<file path="src/rtl/deserializer.sv">
// -----------------------------------------------------------------------------
// deserializer
//
// Serial-to-parallel receiver for the 16-bit serial link. Bits arrive MSB
// first, each qualified by ser_data_val_i. Gaps between bits are allowed.
// Bits are packed into a word of 1 to 16 bits. A word ends when the sender
// flags its final bit with ser_last_i, or when the 16th bit arrives. Each
// completed word is presented for exactly one cycle with its bit count.
// The link has no backpressure, so the consumer must take the word on the
// pulse.
//
// Ports
//   clk_i            in   1   clock, rising edge
//   rst_n_i          in   1   asynchronous active-low reset
//   ser_data_i       in   1   serial data bit, MSB of word first
//   ser_data_val_i   in   1   ser_data_i valid this cycle
//   ser_last_i       in   1   final bit of word (only when ser_data_val_i=1)
//   deser_data_o     out  16  assembled word, first bit at [15], low bits 0
//   deser_mod_o      out  4   bits in word, 0 encodes 16
//   deser_data_val_o out  1   one-cycle pulse qualifying data/mod
//   busy_o           out  1   a partial word (1..15 bits) is being held
// -----------------------------------------------------------------------------
module deserializer (
    input  logic        clk_i,
    input  logic        rst_n_i,
    input  logic        ser_data_i,
    input  logic        ser_data_val_i,
    input  logic        ser_last_i,
    output logic [15:0] deser_data_o,
    output logic [3:0]  deser_mod_o,
    output logic        deser_data_val_o,
    output logic        busy_o
);

    // Assembly state: the partially filled word and the number of bits in it.
    // The receive state is implicit in the count: zero means idle, and a
    // nonzero count means a word is being collected.
    logic [15:0] sh_q,    sh_d;
    logic [4:0]  cnt_q,   cnt_d;

    // Registered outputs.
    logic [15:0] data_q,  data_d;
    logic [3:0]  mod_q,   mod_d;
    logic        val_q,   val_d;
    logic        busy_q,  busy_d;

    // Helper terms for the bit being accepted this cycle.
    logic [4:0]  cnt_inc;
    logic [3:0]  bit_idx;
    logic [15:0] sh_fill;
    logic [15:0] keep_mask;
    logic        word_done;

    // Next-state logic.
    // The count never rests at 16 because the 16th bit always completes the
    // word. Its low four bits are therefore enough to address the slot. The
    // first bit goes to [15] and later bits fill downward. keep_mask keeps
    // only the filled top cnt_inc bits. Shifting all ones right by 16 gives
    // zero, so a full word keeps every bit.
    always_comb begin
        cnt_inc   = cnt_q + 5'd1;
        bit_idx   = 4'd15 - cnt_q[3:0];
        sh_fill   = sh_q;
        sh_fill[bit_idx] = ser_data_i;
        word_done = ser_last_i || (cnt_inc == 5'd16);
        keep_mask = ~(16'hFFFF >> cnt_inc);

        sh_d   = sh_q;
        cnt_d  = cnt_q;
        data_d = data_q;
        mod_d  = mod_q;
        val_d  = 1'b0;
        busy_d = busy_q;

        if (ser_data_val_i) begin
            if (word_done) begin
                data_d = sh_fill & keep_mask;
                mod_d  = cnt_inc[3:0];
                val_d  = 1'b1;
                sh_d   = 16'h0000;
                cnt_d  = 5'd0;
                busy_d = 1'b0;
            end else begin
                sh_d   = sh_fill;
                cnt_d  = cnt_inc;
                busy_d = 1'b1;
            end
        end
    end

    // State and output registers.
    // Reset throws away any partial word without emitting it.
    always_ff @(posedge clk_i or negedge rst_n_i) begin
        if (!rst_n_i) begin
            sh_q   <= 16'h0000;
            cnt_q  <= 5'd0;
            data_q <= 16'h0000;
            mod_q  <= 4'd0;
            val_q  <= 1'b0;
            busy_q <= 1'b0;
        end else begin
            sh_q   <= sh_d;
            cnt_q  <= cnt_d;
            data_q <= data_d;
            mod_q  <= mod_d;
            val_q  <= val_d;
            busy_q <= busy_d;
        end
    end

    assign deser_data_o     = data_q;
    assign deser_mod_o      = mod_q;
    assign deser_data_val_o = val_q;
    assign busy_o           = busy_q;

endmodule
</file>
<file path="config.mk">
export PLATFORM = sky130hd
export DESIGN_NAME = deserializer
export DESIGN_NICKNAME = d
export VERILOG_FILES = /design/src/rtl/deserializer.sv
export SDC_FILE = /design/constraint.sdc
export NUM_CORES = 1
export LEC_CHECK = 0
export BUFFER_PORTS_ARGS = -buffer_cell sky130_fd_sc_hd__clkbuf_2
export CAP_MARGIN = 20
export CORE_MARGIN = 1.5
export CORE_UTILIZATION = 38
export CTS_BUF_LIST = sky130_fd_sc_hd__clkbuf_4
export DETAILED_ROUTE_END_ITERATION = 10
export GPL_TIMING_DRIVEN = 0
export PLACE_DENSITY = 0.57
export REMOVE_ABC_BUFFERS = 1
export SETUP_SLACK_MARGIN = 0.5
export SYNTH_ARGS = -nofsm -noshare
export SYNTH_HDL_FRONTEND = slang
export SYNTH_SLANG_ARGS = --single-unit
</file>
<file path="constraint.sdc">
create_clock -name clk_i -period 3.9 [get_ports clk_i]
set_input_delay 0 -clock clk_i [delete_from_list [all_inputs] [get_ports clk_i]]
set_output_delay 0 -clock clk_i [all_outputs]
set_load 0.005 [all_outputs]
</file>
### After elaboration in Yosys (flattened, before gate mapping)

Index checks and enable logic that the tools add are counted.

| cells by class | value |
|---|---|
| add/subtract/negate cells | 2 |
| order comparisons | 2 |
| equality and inequality tests | 1 |
| shift operators | 1 |
| mux-type cells | 8 |
| bitwise gates (word level) | 2 |
| reductions and logical operators | 3 |

Operator list:

| operator | count |
|---|---|
| AND 16 bit | 1 |
| bitwise mux 16 bit | 1 |
| two-way mux 16 bit | 1 |
| inverter 16 bit | 1 |
| right shift 16 x 5 -> 16 bit (first input constant) | 1 |
| adder 5 x 1 -> 5 bit (second input constant) | 1 |
| equality test 5 bit (second input constant) | 1 |
| < comparator 4 x 5 -> 1 bit (second input constant) | 1 |
| two-way mux 5 bit | 1 |
| demux 1 bit (select 4 bit) | 1 |
| greater-or-equal comparator 4 x 1 -> 1 bit (second input constant) | 1 |
| two-way mux 1 bit | 4 |
| subtractor 4 bit (first input constant) | 1 |
| AND reduction 2 bit | 1 |
| logical AND 1 bit | 1 |
| logical OR 1 bit | 1 |

| word-level totals | value |
|---|---|
| bits in registers | 43 |
| input port bits | 5 |
| output and inout bits | 22 |
| word-level logic and storage cells | 25 |

### Logic depth before layout (Yosys ltp)

| logic depth | value |
|---|---|
| depth in word-level cells | 7 |
| gate-level depth with buffers | 11 |
| depth with buffers taken out | 8 |

### Worst setup path after synthesis

Ideal clock, no wire load.

| timing | value |
|---|---|
| path type | register to register |
| start point | register cnt_q[0] |
| end point | register data_q[0], in the netlist deser_data_o[0] |
| setup time | 125 ps |
| arrival | 2273 ps |
| data required time | 3775 ps |
| setup slack | 1502 ps |
| cell stages (with the launch flop) | 12 |
| path buffers | 3 |
| clock period less this slack | 2398 ps |
| cell sequence | dfrtp_1 -> ha_1 -> inv_1 -> ha_1 -> clkbuf_1 -> and2_1 -> o211ai_4 -> o21a_1 -> buf_6 -> inv_6 -> buf_12 -> mux2_4 |

| between the ends | value |
|---|---|
| longest elaborated chain between the ends | 7 |
| elaborated cells between the ends (all ways) | 14 |
| those cells by class | add/sub: 2; order compare: 2; eq/ne: 1; shift: 1; mux: 3; bitwise: 2; reduce/logical: 3 |

Ends and longest elaborated chain:

| item | RTL line | text |
|---|---|---|
| from (decl) | 39 | `logic [4:0] cnt_q, cnt_d;` |
| from (signal assigned) | 103 | `cnt_q <= cnt_d;` |
| subtractor 4 bit | 62 | `bit_idx = 4'd15 - cnt_q[3:0];` |
| < comparator 4 x 5 -> 1 bit (not written as such) / greater-or-equal comparator 4 x 1 -> 1 bit (equally long branches) | 64 | `sh_fill[bit_idx] = ser_data_i;` |
| logical AND 1 bit (not written as such) | 64 |  |
| two-way mux 1 bit (not written as such) | 64 |  |
| demux 1 bit (select 4 bit) | 64 |  |
| bitwise mux 16 bit | 64 |  |
| AND 16 bit | 77 | `data_d = sh_fill & keep_mask;` |
| to (signal assigned) | 104 | `data_q <= data_d;` |
| to (decl) | 42 | `logic [15:0] data_q, data_d;` |

Parallel ways exist; a longest one is shown, timed or not.
A chain may end at the register's enable or synchronous reset.

### Worst setup path in the final report

| timing | value |
|---|---|
| start point | register cnt_q[0] |
| end point | register data_q[11], in the netlist deser_data_o[11] |

Same word-level chain as after synthesis.

==> impl_metrics.tcl <==
set metrics [dict create \
    status "completed" \
    die_h_um 81.1 \
    crit_path_end_kind "flip-flop" \
    dieWidth_um 81.1 \
    grt_start_max_net_pins 25 \
    clk_latency_ns 0.35 \
    cp_max_fo 15 \
    cts_setup_buffers 0 \
    crit_top_cell "ha_1" \
    ctsResizeCount 0 \
    h-tree-depth 2 \
    p_leak_nw 1.20 \
    finalWirelength_mm 5.16 \
    setup-violations-final 0 \
    synth_edf_count 0 \
    tightest_slew_ns 0.905 \
    synth.yosys.warnings 0 \
    postLayoutCellArea_um2 2580 \
    crit_chain "ha_1 > inv_1 > ha_1 > and2_1 > o211ai_4 > o21a_1 > inv_6 > mux2_2" \
    layout-area-overhead-vs-synth_pct 11.4 \
    routed_via_density 5.37 \
    ys_ff_latch 43 \
    synth.top_cells.by_area "dfrtp_1, mux2i_1, o22ai_1" \
    ir_worst_vdd_v 0.000150 \
    startpoint "cnt_q[0]" \
    grt_use_total_pct 18.0 \
    synth_xor_area_share_pct 1.94 \
    fp.coreArea_um2 5920 \
    gr-total-overflow 0 \
    rsz0062_at_grt "no" \
    crit_path_start_kind "flip-flop" \
    antenna_cells 0 \
    initial_core_util_pct 39.2 \
    synth_top_family_by_area "compound AO/OA/AOI/OAI gates" \
    dpl.hpwl_mm 3.33 \
    criticalPathCategory "flip-flop to flip-flop" \
    drc 0 \
    critical_path_buf_inv_count 2 \
    std_cell_rows 28 \
    grt_pass1_wl_mm 8.81 \
    port_buffers 26 \
    vias 1655 \
    synth.mux.area_fraction_pct 14.7 \
    finalClockSkew_ns 0.00862 \
    synthSimpleGateAreaFrac_pct 8.63 \
    cts_tree "built" \
    place.gp.congestion 0.702 \
    grt_antenna_before_repair 0 \
    yosysTopAreaCellShare_pct 46.4 \
    dp_slack_ns 1.03 \
    cap_violations 0 \
    cp.arrival_ns 3.11 \
    synth_ff_type "dfrtp_1" \
    hold_path.class "input port to asynchronous set/reset pin" \
    crit_path_end "deser_data_o[11]" \
    reg2reg_depth 8 \
    path_depth 8 \
    post-route-min-period_ns 2.87 \
    critical_path.top_delay_family "adder cells" \
    r2r_start "cnt_q[0]" \
    clock_path_buffers 2 \
    synth-async-reset-ratio_pct 100 \
    r2r_setup_slack_ns 1.03 \
    netlist_area_um2 2320 \
    numCtsBuffers 5 \
    ctsRootBufferMaster "clkbuf_4" \
    final_cell_mix "dfrtp_1, clkbuf_2, inv_1" \
    yosys.area.top_type "dfrtp_1" \
    r2r-end "deser_data_o[11]" \
    slowest_stage "ha_1" \
    finalHoldViolations 0 \
    finalCritPeriodShare_pct 73.6 \
    synth_cells 208 \
    grt_pass1_vias 1699 \
    finalMaxSlewViolations 0 \
    ios 27 \
    cts.clk_slew.worst_paths_ns 0.13 \
    drtPass1Iterations 4 \
    fmax_mhz 349 \
    wire_per_inst_um 16.8 \
    dpl_cell_area_um2 2480 \
    worstPathRequired_ns 4.15 \
    die_area_um2 6580 \
    synth_cell_types 41 \
    power_density_nw_per_um2 354 \
    slowest_delay_ns 0.51 \
    drt_iter0_drc 57 \
    ant_nets 0 \
    timing.hold.ws_ns 0.147 \
    setup_tns_ns 0 \
    final_common_cell "dfrtp_1" \
    setup_ws_ns 1.03 \
    slew_headroom_pct 39.6 \
    yosysSeqAreaShare_pct 46.4 \
    synthAdderAreaFrac_pct 3.24 \
    synth_compound_area_share_pct 16.9 \
    postSynthAreaPerCell_um2 11.2 \
    cts_sinks 43 \
    drive_gt1_share_pct 24.9 \
    fin_nets 243 \
]
-- Yosys cell counts (2+ instances only) --
cell / n
a21oi_1: 3
a221oi_1: 2
a31o_2: 2
a31oi_1: 5
a41oi_1: 2
and2_1: 2
and3b_1: 2
buf_2: 2
buf_6: 2
clkbuf_1: 7
dfrtp_1: 43
ha_1: 6
inv_1: 24
mux2_2: 9
mux2_4: 6
mux2i_1: 15
nand2_1: 6
nand3_1: 4
nand3b_1: 7
nor2_1: 4
nor3b_1: 4
o211ai_1: 6
o21a_1: 2
o22ai_1: 20
o31ai_1: 6
xnor2_1: 2
-- what timing repair did --
action                     4_1_cts  5_1_grt
hold buffers                     2        0
setup endpoints to repair        0        0
hold endpoints to repair        21        0
-- stage by stage --
stage | utilization, % | std cells | total power, W
floorplan | - | 194 | 0.000581
global placement | 41.4 | 295 | 0.000641
detailed placement | 41.9 | 297 | 0.000645
CTS | 43.5 | 307 | 0.000928
global route | 43.7 | 308 | 0.000965
finish | 43.7 | 308 | 0.000916
-- cell type report --
class / instances / area (µm²)
well taps: 75 / 93.8
repair buffers: 31 / 185
flip-flops and latches: 43 / 1080
inverters: 25 / 98.8
clock inverters: 3 / 38.8
clock buffers: 5 / 37.5
fillers: 577 / 3340
multi-input cells: 126 / 1050
-- state kept, by name, indices dropped and copies added (netlist names) --
register	cells
busy_o	1
deser_mod_o	4
deser_data_o	16
cnt_q	5
deser_data_val_o	1
sh_q	16
-- layer usage --
metal  GRT usage (%)  part of all wire (%)  vias up
met1            25.4                    50      807
met2            28.2                    46       38
li1                -                     -      805
met4            5.17                  0.81        0
met5               0                     0        -
met3            3.37                   3.4        5
-- worst reg2reg max path: stages, from the launching register on --
cell and delay, ns:
dfrtp_1 0.42, ha_1 0.34, inv_1 0.08, ha_1 0.51, and2_1 0.25, o211ai_4 0.14, o21a_1 0.42, inv_6 0.26
mux2_2 0.36
-- how the worst min path moves through the flow --
stage          startpoint               to  slack (ns)  depth (start not counted)
2_1_floorplan     rst_n_i           busy_o       -0.30                          0
3_3_place_gp      rst_n_i  deser_data_o[8]        0.27                          1
3_5_place_dp      rst_n_i  deser_data_o[8]        0.02                          1
4_1_cts           rst_n_i         cnt_q[0]        0.15                          2
5_1_grt           rst_n_i         cnt_q[0]        0.22                          2
6_report          rst_n_i         cnt_q[0]        0.15                          2
-- report_power, final --
part / internal, W / leakage (nW) / switching [W]
clock network: 0.000132 / 0.0426 / 0.000148
logic: 0.0000629 / 0.568 / 0.0000811
registers: 0.000470 / 0.586 / 0.0000217
-- logic make-up (layout without fill, tap and decap cells) --
logic type / after synthesis / in the layout
compound gates: 54 / 54
xor+xnor: 3 / 3
fa+ha+maj: 6 / 6
buf+inv: 39 / 64
flops: 43 / 43
mux: 30 / 30
simple gates: 33 / 33
Power figures use the tool's default switching activity.
